==> src/rtl/cpu_pkg.sv <==
// Shared CPU definitions used by the mult/div sequencer: FSM state encoding,
// exception register/codes and the mult/div ALU-op constants.
package cpu_pkg;

  typedef enum logic [1:0] {
    IDLE  = 2'd0,
    START = 2'd1,
    WAIT  = 2'd2,
    WB    = 2'd3
  } md_state_e;

  localparam int unsigned RSTATUS_REG   = 30;
  localparam int unsigned MULT_EXC_CODE = 4;
  localparam int unsigned DIV_EXC_CODE  = 5;

  localparam logic [4:0] ALU_OP_MULT = 5'b00110;
  localparam logic [4:0] ALU_OP_DIV  = 5'b00111;

endpackage

==> src/rtl/multdiv_sequencer_if.sv <==
// Bundle between the sequencer, the iterative mult/div unit and the
// register-file write port. master = sequencer side, slave = unit/arbiter side.
interface multdiv_sequencer_if;
  logic        ctrl_mult;
  logic        ctrl_div;
  logic [31:0] md_op_a;
  logic [31:0] md_op_b;
  logic        md_ready;
  logic [31:0] md_result;
  logic        md_exception;
  logic        wb_valid;
  logic [4:0]  wb_reg;
  logic [31:0] wb_data;
  logic        wb_grant;

  modport master (
    output ctrl_mult, ctrl_div, md_op_a, md_op_b, wb_valid, wb_reg, wb_data,
    input  md_ready, md_result, md_exception, wb_grant
  );

  modport slave (
    input  ctrl_mult, ctrl_div, md_op_a, md_op_b, wb_valid, wb_reg, wb_data,
    output md_ready, md_result, md_exception, wb_grant
  );
endinterface

==> src/rtl/multdiv_sequencer.sv <==
// Sequences the shared iterative mult/div unit beside decode: latch, start,
// stall, then request the write port. MULTDIV_WATCHDOG_EN enables the WAIT timeout.
module multdiv_sequencer
  import cpu_pkg::*;
#(
  parameter int unsigned LATENCY       = 32,
  parameter int unsigned RSTATUS_REG   = cpu_pkg::RSTATUS_REG,
  parameter int unsigned MULT_EXC_CODE = cpu_pkg::MULT_EXC_CODE,
  parameter int unsigned DIV_EXC_CODE  = cpu_pkg::DIV_EXC_CODE
) (
  input  logic                       clock,
  input  logic                       reset,
  input  logic                       load_multdiv_operands,
  input  logic                       is_div,
  input  logic [4:0]                 rd_in,
  input  logic [31:0]                op_a,
  input  logic [31:0]                op_b,
  output logic                       stall,
  output logic                       busy,
  multdiv_sequencer_if.master        bus
);

  localparam int unsigned CNT_W = $clog2(2 * LATENCY + 1);
  localparam logic [CNT_W-1:0] CNT_MAX = '1;
`ifdef MULTDIV_WATCHDOG_EN
  localparam logic [CNT_W-1:0] CNT_TIMEOUT_LAST = CNT_W'(2 * LATENCY - 1);
`endif

  md_state_e        state_q;
  logic [CNT_W-1:0] cnt_q;
  logic             kind_q;
  logic [4:0]       rd_q;
  logic [31:0]      op_a_q;
  logic [31:0]      op_b_q;
  logic             ctrl_mult_q;
  logic             ctrl_div_q;
  logic             wb_valid_q;
  logic [4:0]       wb_reg_q;
  logic [31:0]      wb_data_q;

  always_ff @(posedge clock) begin
    if (!reset) begin
      state_q     <= IDLE;
      cnt_q       <= '0;
      kind_q      <= 1'b0;
      rd_q        <= '0;
      op_a_q      <= '0;
      op_b_q      <= '0;
      ctrl_mult_q <= 1'b0;
      ctrl_div_q  <= 1'b0;
      wb_valid_q  <= 1'b0;
      wb_reg_q    <= '0;
      wb_data_q   <= '0;
    end else begin
      // Start pulses are set on the IDLE->START edge so they are high only in START.
      ctrl_mult_q <= 1'b0;
      ctrl_div_q  <= 1'b0;
      unique case (state_q)
        IDLE: begin
          if (load_multdiv_operands) begin
            op_a_q      <= op_a;
            op_b_q      <= op_b;
            rd_q        <= rd_in;
            kind_q      <= is_div;
            ctrl_div_q  <= is_div;
            ctrl_mult_q <= ~is_div;
            state_q     <= START;
          end
        end
        START: begin
          cnt_q   <= '0;
          state_q <= WAIT;
        end
        WAIT: begin
          if (cnt_q != CNT_MAX) cnt_q <= cnt_q + 1'b1;
          if (bus.md_ready) begin
            if (bus.md_exception) begin
              wb_reg_q   <= 5'(RSTATUS_REG);
              wb_data_q  <= kind_q ? 32'(DIV_EXC_CODE) : 32'(MULT_EXC_CODE);
              wb_valid_q <= 1'b1;
              state_q    <= WB;
            end else begin
              wb_reg_q  <= rd_q;
              wb_data_q <= bus.md_result;
              if (rd_q == '0) begin
                state_q <= IDLE;
              end else begin
                wb_valid_q <= 1'b1;
                state_q    <= WB;
              end
            end
          end
`ifdef MULTDIV_WATCHDOG_EN
          // Fires on the 2*LATENCY-th WAIT cycle; a ready in that same cycle wins.
          else if (cnt_q == CNT_TIMEOUT_LAST) begin
            wb_reg_q   <= 5'(RSTATUS_REG);
            wb_data_q  <= kind_q ? 32'(DIV_EXC_CODE) : 32'(MULT_EXC_CODE);
            wb_valid_q <= 1'b1;
            state_q    <= WB;
          end
`endif
        end
        WB: begin
          if (bus.wb_grant) begin
            wb_valid_q <= 1'b0;
            state_q    <= IDLE;
          end
        end
        default: state_q <= IDLE;
      endcase
    end
  end

  assign busy          = (state_q != IDLE);
  assign stall         = busy;
  assign bus.ctrl_mult = ctrl_mult_q;
  assign bus.ctrl_div  = ctrl_div_q;
  assign bus.md_op_a   = op_a_q;
  assign bus.md_op_b   = op_b_q;
  assign bus.wb_valid  = wb_valid_q;
  assign bus.wb_reg    = wb_reg_q;
  assign bus.wb_data   = wb_data_q;

endmodule

==> src/flat_wrapper.sv <==
// flat-port wrapper written by rule: the top's interface ports become plain ports
module multdiv_sequencer_flat import cpu_pkg::*;
#(
  parameter int unsigned LATENCY       = 32,
  parameter int unsigned RSTATUS_REG   = cpu_pkg::RSTATUS_REG,
  parameter int unsigned MULT_EXC_CODE = cpu_pkg::MULT_EXC_CODE,
  parameter int unsigned DIV_EXC_CODE  = cpu_pkg::DIV_EXC_CODE
)
  (clock, reset, load_multdiv_operands, is_div, rd_in, op_a, op_b, stall, busy, bus_ctrl_mult, bus_ctrl_div, bus_md_op_a, bus_md_op_b, bus_wb_valid, bus_wb_reg, bus_wb_data, bus_md_ready, bus_md_result, bus_md_exception, bus_wb_grant);
  multdiv_sequencer_if bus_i ();
  input  logic clock;
  input  logic reset;
  input  logic load_multdiv_operands;
  input  logic is_div;
  input  logic [4:0] rd_in;
  input  logic [31:0] op_a;
  input  logic [31:0] op_b;
  output logic stall;
  output logic busy;
  output wire logic [$bits(bus_i.ctrl_mult)-1:0] bus_ctrl_mult;
  output wire logic [$bits(bus_i.ctrl_div)-1:0] bus_ctrl_div;
  output wire logic [$bits(bus_i.md_op_a)-1:0] bus_md_op_a;
  output wire logic [$bits(bus_i.md_op_b)-1:0] bus_md_op_b;
  output wire logic [$bits(bus_i.wb_valid)-1:0] bus_wb_valid;
  output wire logic [$bits(bus_i.wb_reg)-1:0] bus_wb_reg;
  output wire logic [$bits(bus_i.wb_data)-1:0] bus_wb_data;
  input wire logic [$bits(bus_i.md_ready)-1:0] bus_md_ready;
  input wire logic [$bits(bus_i.md_result)-1:0] bus_md_result;
  input wire logic [$bits(bus_i.md_exception)-1:0] bus_md_exception;
  input wire logic [$bits(bus_i.wb_grant)-1:0] bus_wb_grant;
  assign bus_ctrl_mult = bus_i.ctrl_mult;
  assign bus_ctrl_div = bus_i.ctrl_div;
  assign bus_md_op_a = bus_i.md_op_a;
  assign bus_md_op_b = bus_i.md_op_b;
  assign bus_wb_valid = bus_i.wb_valid;
  assign bus_wb_reg = bus_i.wb_reg;
  assign bus_wb_data = bus_i.wb_data;
  assign bus_i.md_ready = bus_md_ready;
  assign bus_i.md_result = bus_md_result;
  assign bus_i.md_exception = bus_md_exception;
  assign bus_i.wb_grant = bus_wb_grant;
  multdiv_sequencer #(.LATENCY(LATENCY), .RSTATUS_REG(RSTATUS_REG), .MULT_EXC_CODE(MULT_EXC_CODE), .DIV_EXC_CODE(DIV_EXC_CODE)) u_core (.clock(clock), .reset(reset), .load_multdiv_operands(load_multdiv_operands), .is_div(is_div), .rd_in(rd_in), .op_a(op_a), .op_b(op_b), .stall(stall), .busy(busy), .bus(bus_i));
endmodule
==> config.mk <==
export PLATFORM = sky130hd
export DESIGN_NAME = multdiv_sequencer_flat
export DESIGN_NICKNAME = d
export VERILOG_FILES = /design/src/rtl/cpu_pkg.sv /design/src/rtl/multdiv_sequencer_if.sv /design/src/rtl/multdiv_sequencer.sv /design/src/flat_wrapper.sv
export SDC_FILE = /design/constraint.sdc
export NUM_CORES = 1
export LEC_CHECK = 0
export CAP_MARGIN = 20
export CORE_ASPECT_RATIO = 1.75
export CORE_MARGIN = 5
export CORE_UTILIZATION = 44
export CTS_CLUSTER_SIZE = 12
export DETAILED_ROUTE_END_ITERATION = 7
export PLACE_DENSITY = 0.84
export SLEW_MARGIN = 20
export SYNTH_ARGS = -nofsm -noshare
export SYNTH_HDL_FRONTEND = slang
export SYNTH_SLANG_ARGS = --single-unit
==> constraint.sdc <==
create_clock -name clock -period 3.3 [get_ports clock]
set_input_delay 0.33 -clock clock [delete_from_list [all_inputs] [get_ports clock]]
set_output_delay 0.33 -clock clock [all_outputs]
set_load 0.01 [all_outputs]
==> out/metrics.cfg <==
[min_path]
min_from=u_core.bus.md_op_a[14]
hold_path.class=flop to flop
min_to=u_core.bus.md_op_a[14]
min_delay_path_depth=2

[floorplan]
die-area_um2=12200
dieWidth_um=85.7
die_h_um=143
top_level_ports=214
rows=48
initial_core_util_pct=44.8
core_um2=9850

[setup_path]
slowest_delay_ps=540
arrival_ps=1590
crit_family=buffers and inverters
critPathCaptureType=output port
path_class=flop to output port
crit_fanout=11
start_kind=flop
r2r-start=u_core.state_q[0]
required_ps=2970
crit_buf_inv=1
reg2regPathDepth=4
crit_slowest_cell=clkdlybuf4s50_1
crit_chain=or2_2 > clkdlybuf4s50_1
r2r-end=u_core.bus.md_op_b[8]
r2r_slack_ps=1620

[route]
vias=4032
first_pass_iters=4
drc=0
finalWirelength_mm=12.7
drt-initial-drc-count=180
post_drt_via_cell_ratio=4.95
avgRoutedWirePerCell_um=15.6
drtAntennaViolNets=0

[sta]
rsz0062_at_grt=false
timing.final.ws_setup_ps=1380
drv_slew=0
post-route-min-period_ps=1920
tns_ps=0
maxSlewHeadroom_pct=40.0
holdWs_ps=452
finalHoldViolations=0
worst_pin_slew_ps=899
fin_skew_ps=6.31
period_share_pct=58.3
max_clock_freq_ghz=0.520
setup_viol=0

[logic_synthesis]
ys_ff_latch=112
yosysUniqueCellTypes=28
yosysWarnings=0
syn_nets=605
synthesis.area_um2=4420
syn_inst=497
syn_area_per_cell_um2=8.89
seq_area_frac_synth_pct=50.8

[clocking]
clockRootBuffer=clkbuf_16
cts-resized-gates=0
postCtsSetupBuffers=0
tritoncts=yes
clk_path_buf_depth=2
cts_hold_buf=0
clk_pin_slew_worst_paths_ps=70
clock_latency_ps=340
h-tree-depth=3
clock_sinks=112
numCtsBuffers=9

[power]
p_int_w=0.00246
pwr-share-clk_pct=35.3
p_per_area_nw_per_um2=476
leakagePower_nw=2.46
p_switching_w=0.000763
report.power.total_w=0.00322
seqPwrFrac_pct=46.2
p_comb_share_pct=18.5
switching_share_pct=23.7
vdd_drop_max_v=0.000295

[grt]
grt.met2_usage_pct=35.2
grt_pass1_wl_mm=19.8
grt_overflow_total=0
antenna_found_initial=0
grt_pass1_vias=3995
grt_use_met1_pct=21.9
grt.busiest_layer=met2
grt.total_usage_pct=20.5
grtUsageMet3_pct=6.55
grt_start_max_net_pins=73

[finish]
areaGrowthSynthToFinish_pct=53.2
antenna-diode-count=0
final_cell_count_no_fill=814
drive_gt1_share_pct=3.63
layout.nets=792

[placed_design]
place.port_buffers=213
post-dp-hpwl_mm=9.28
gp_congestion=0.755
preCtsSetupSlack_ps=1300
dp.cells=798

[flow_run]
cap_violations=0

[status]
status=completed

-- logic make-up after synthesis --
| family | synth area share (%) |
|---|---|
| simple gates | 23.6 |
| mux | 0.227 |
| compound gates | 18.6 |
| flops | 50.8 |
| buf+inv | 6.86 |
-- synth_stat cells (all sizes together) --
| cell type | instances | area (µm²) |
|---|---|---|
| nor3b | 5 | 37.5 |
| nand3b | 33 | 251 |
| a31o | 1 | 8.76 |
| nor4 | 1 | 6.26 |
| and3b | 2 | 17.5 |
| nor3 | 4 | 20.0 |
| or3b | 1 | 8.76 |
| nand2 | 176 | 661 |
| clkbuf | 16 | 60.1 |
| dfxtp | 112 | 2240 |
| buf | 27 | 239 |
| a21oi | 1 | 5.00 |
| and3 | 1 | 6.26 |
| o211ai | 1 | 7.51 |
| nand3 | 1 | 5.00 |
| mux2i | 1 | 10.0 |
| o211a | 2 | 20.0 |
| a31oi | 1 | 6.26 |
| nor2 | 6 | 22.5 |
| a21boi | 101 | 758 |
| o21ai | 1 | 5.00 |
| o2111ai | 1 | 8.76 |
| or2 | 1 | 6.26 |
| inv | 1 | 3.75 |
-- worst max path at each step --
stage | startpoint | endpoint | slack, ps | depth (start not counted)
2_1_floorplan | u_core.state_q[1] | u_core.bus.md_op_a[19] | 2020 | 6
3_3_place_gp | bus_md_ready | u_core.bus.wb_reg[4] | 1350 | 4
3_5_place_dp | load_multdiv_operands | u_core.bus.md_op_a[16] | 1300 | 5
4_1_cts | u_core.state_q[1] | busy | 1340 | 2
5_1_grt | u_core.state_q[1] | stall | 1280 | 2
6_report | u_core.state_q[0] | busy | 1380 | 2
-- worst register-to-register path: stages, from the launching register on --
cell and delay, ps:
dfxtp_1 520, or3b_2 180, buf_4 550, nand2_1 180, a21boi_1 180
-- stage by stage --
step	cell area (µm²)	util, %
2_1_floorplan	4420	-
3_3_place_gp	6450	65.5
3_5_place_dp	6450	65.5
4_1_cts	6770	68.7
5_1_grt	6770	68.7
6_report	6770	68.7
-- area by class of cell --
class,instances,area [µm²]
fill,788,3080
sequential,112,2240
timing repair buffer,219,2170
multi-input combinational,341,1880
clock buffer,13,250
tap,125,156
clock inverter,3,65.1
inverter,1,3.75
-- routing by layer --
layer | wire [µm] | vias up | share of wire (%)
met2 | 6590 | 144 | 52
li1 | - | 1996 | -
met4 | 565 | 0 | 4.5
met5 | 0 | - | 0
met1 | 4590 | 1856 | 36
met3 | 947 | 36 | 7.5
-- power groups by stage --
stage | logic (W) | clock network, W | registers [W]
2_1_floorplan | 0.000268 | 0 | 0.00154
3_3_place_gp | 0.000588 | 0 | 0.00151
3_5_place_dp | 0.000600 | 0 | 0.00152
4_1_cts | 0.000603 | 0.00117 | 0.00149
5_1_grt | 0.000645 | 0.00122 | 0.00150
6_report | 0.000595 | 0.00114 | 0.00149
-- cells in the final DEF (no fill, tap or decap), drive strengths merged, types with 2 or more instances in the layout --
cell / instances
nor2: 6
dfxtp: 112
nand2: 176
clkbuf: 13
o211a: 2
bufinv: 2
nor3b: 5
clkdlybuf4s50: 212
buf: 7
a21boi: 101
nand3b: 33
nor3: 4
and3b: 2
Power figures use the tool's default switching activity.
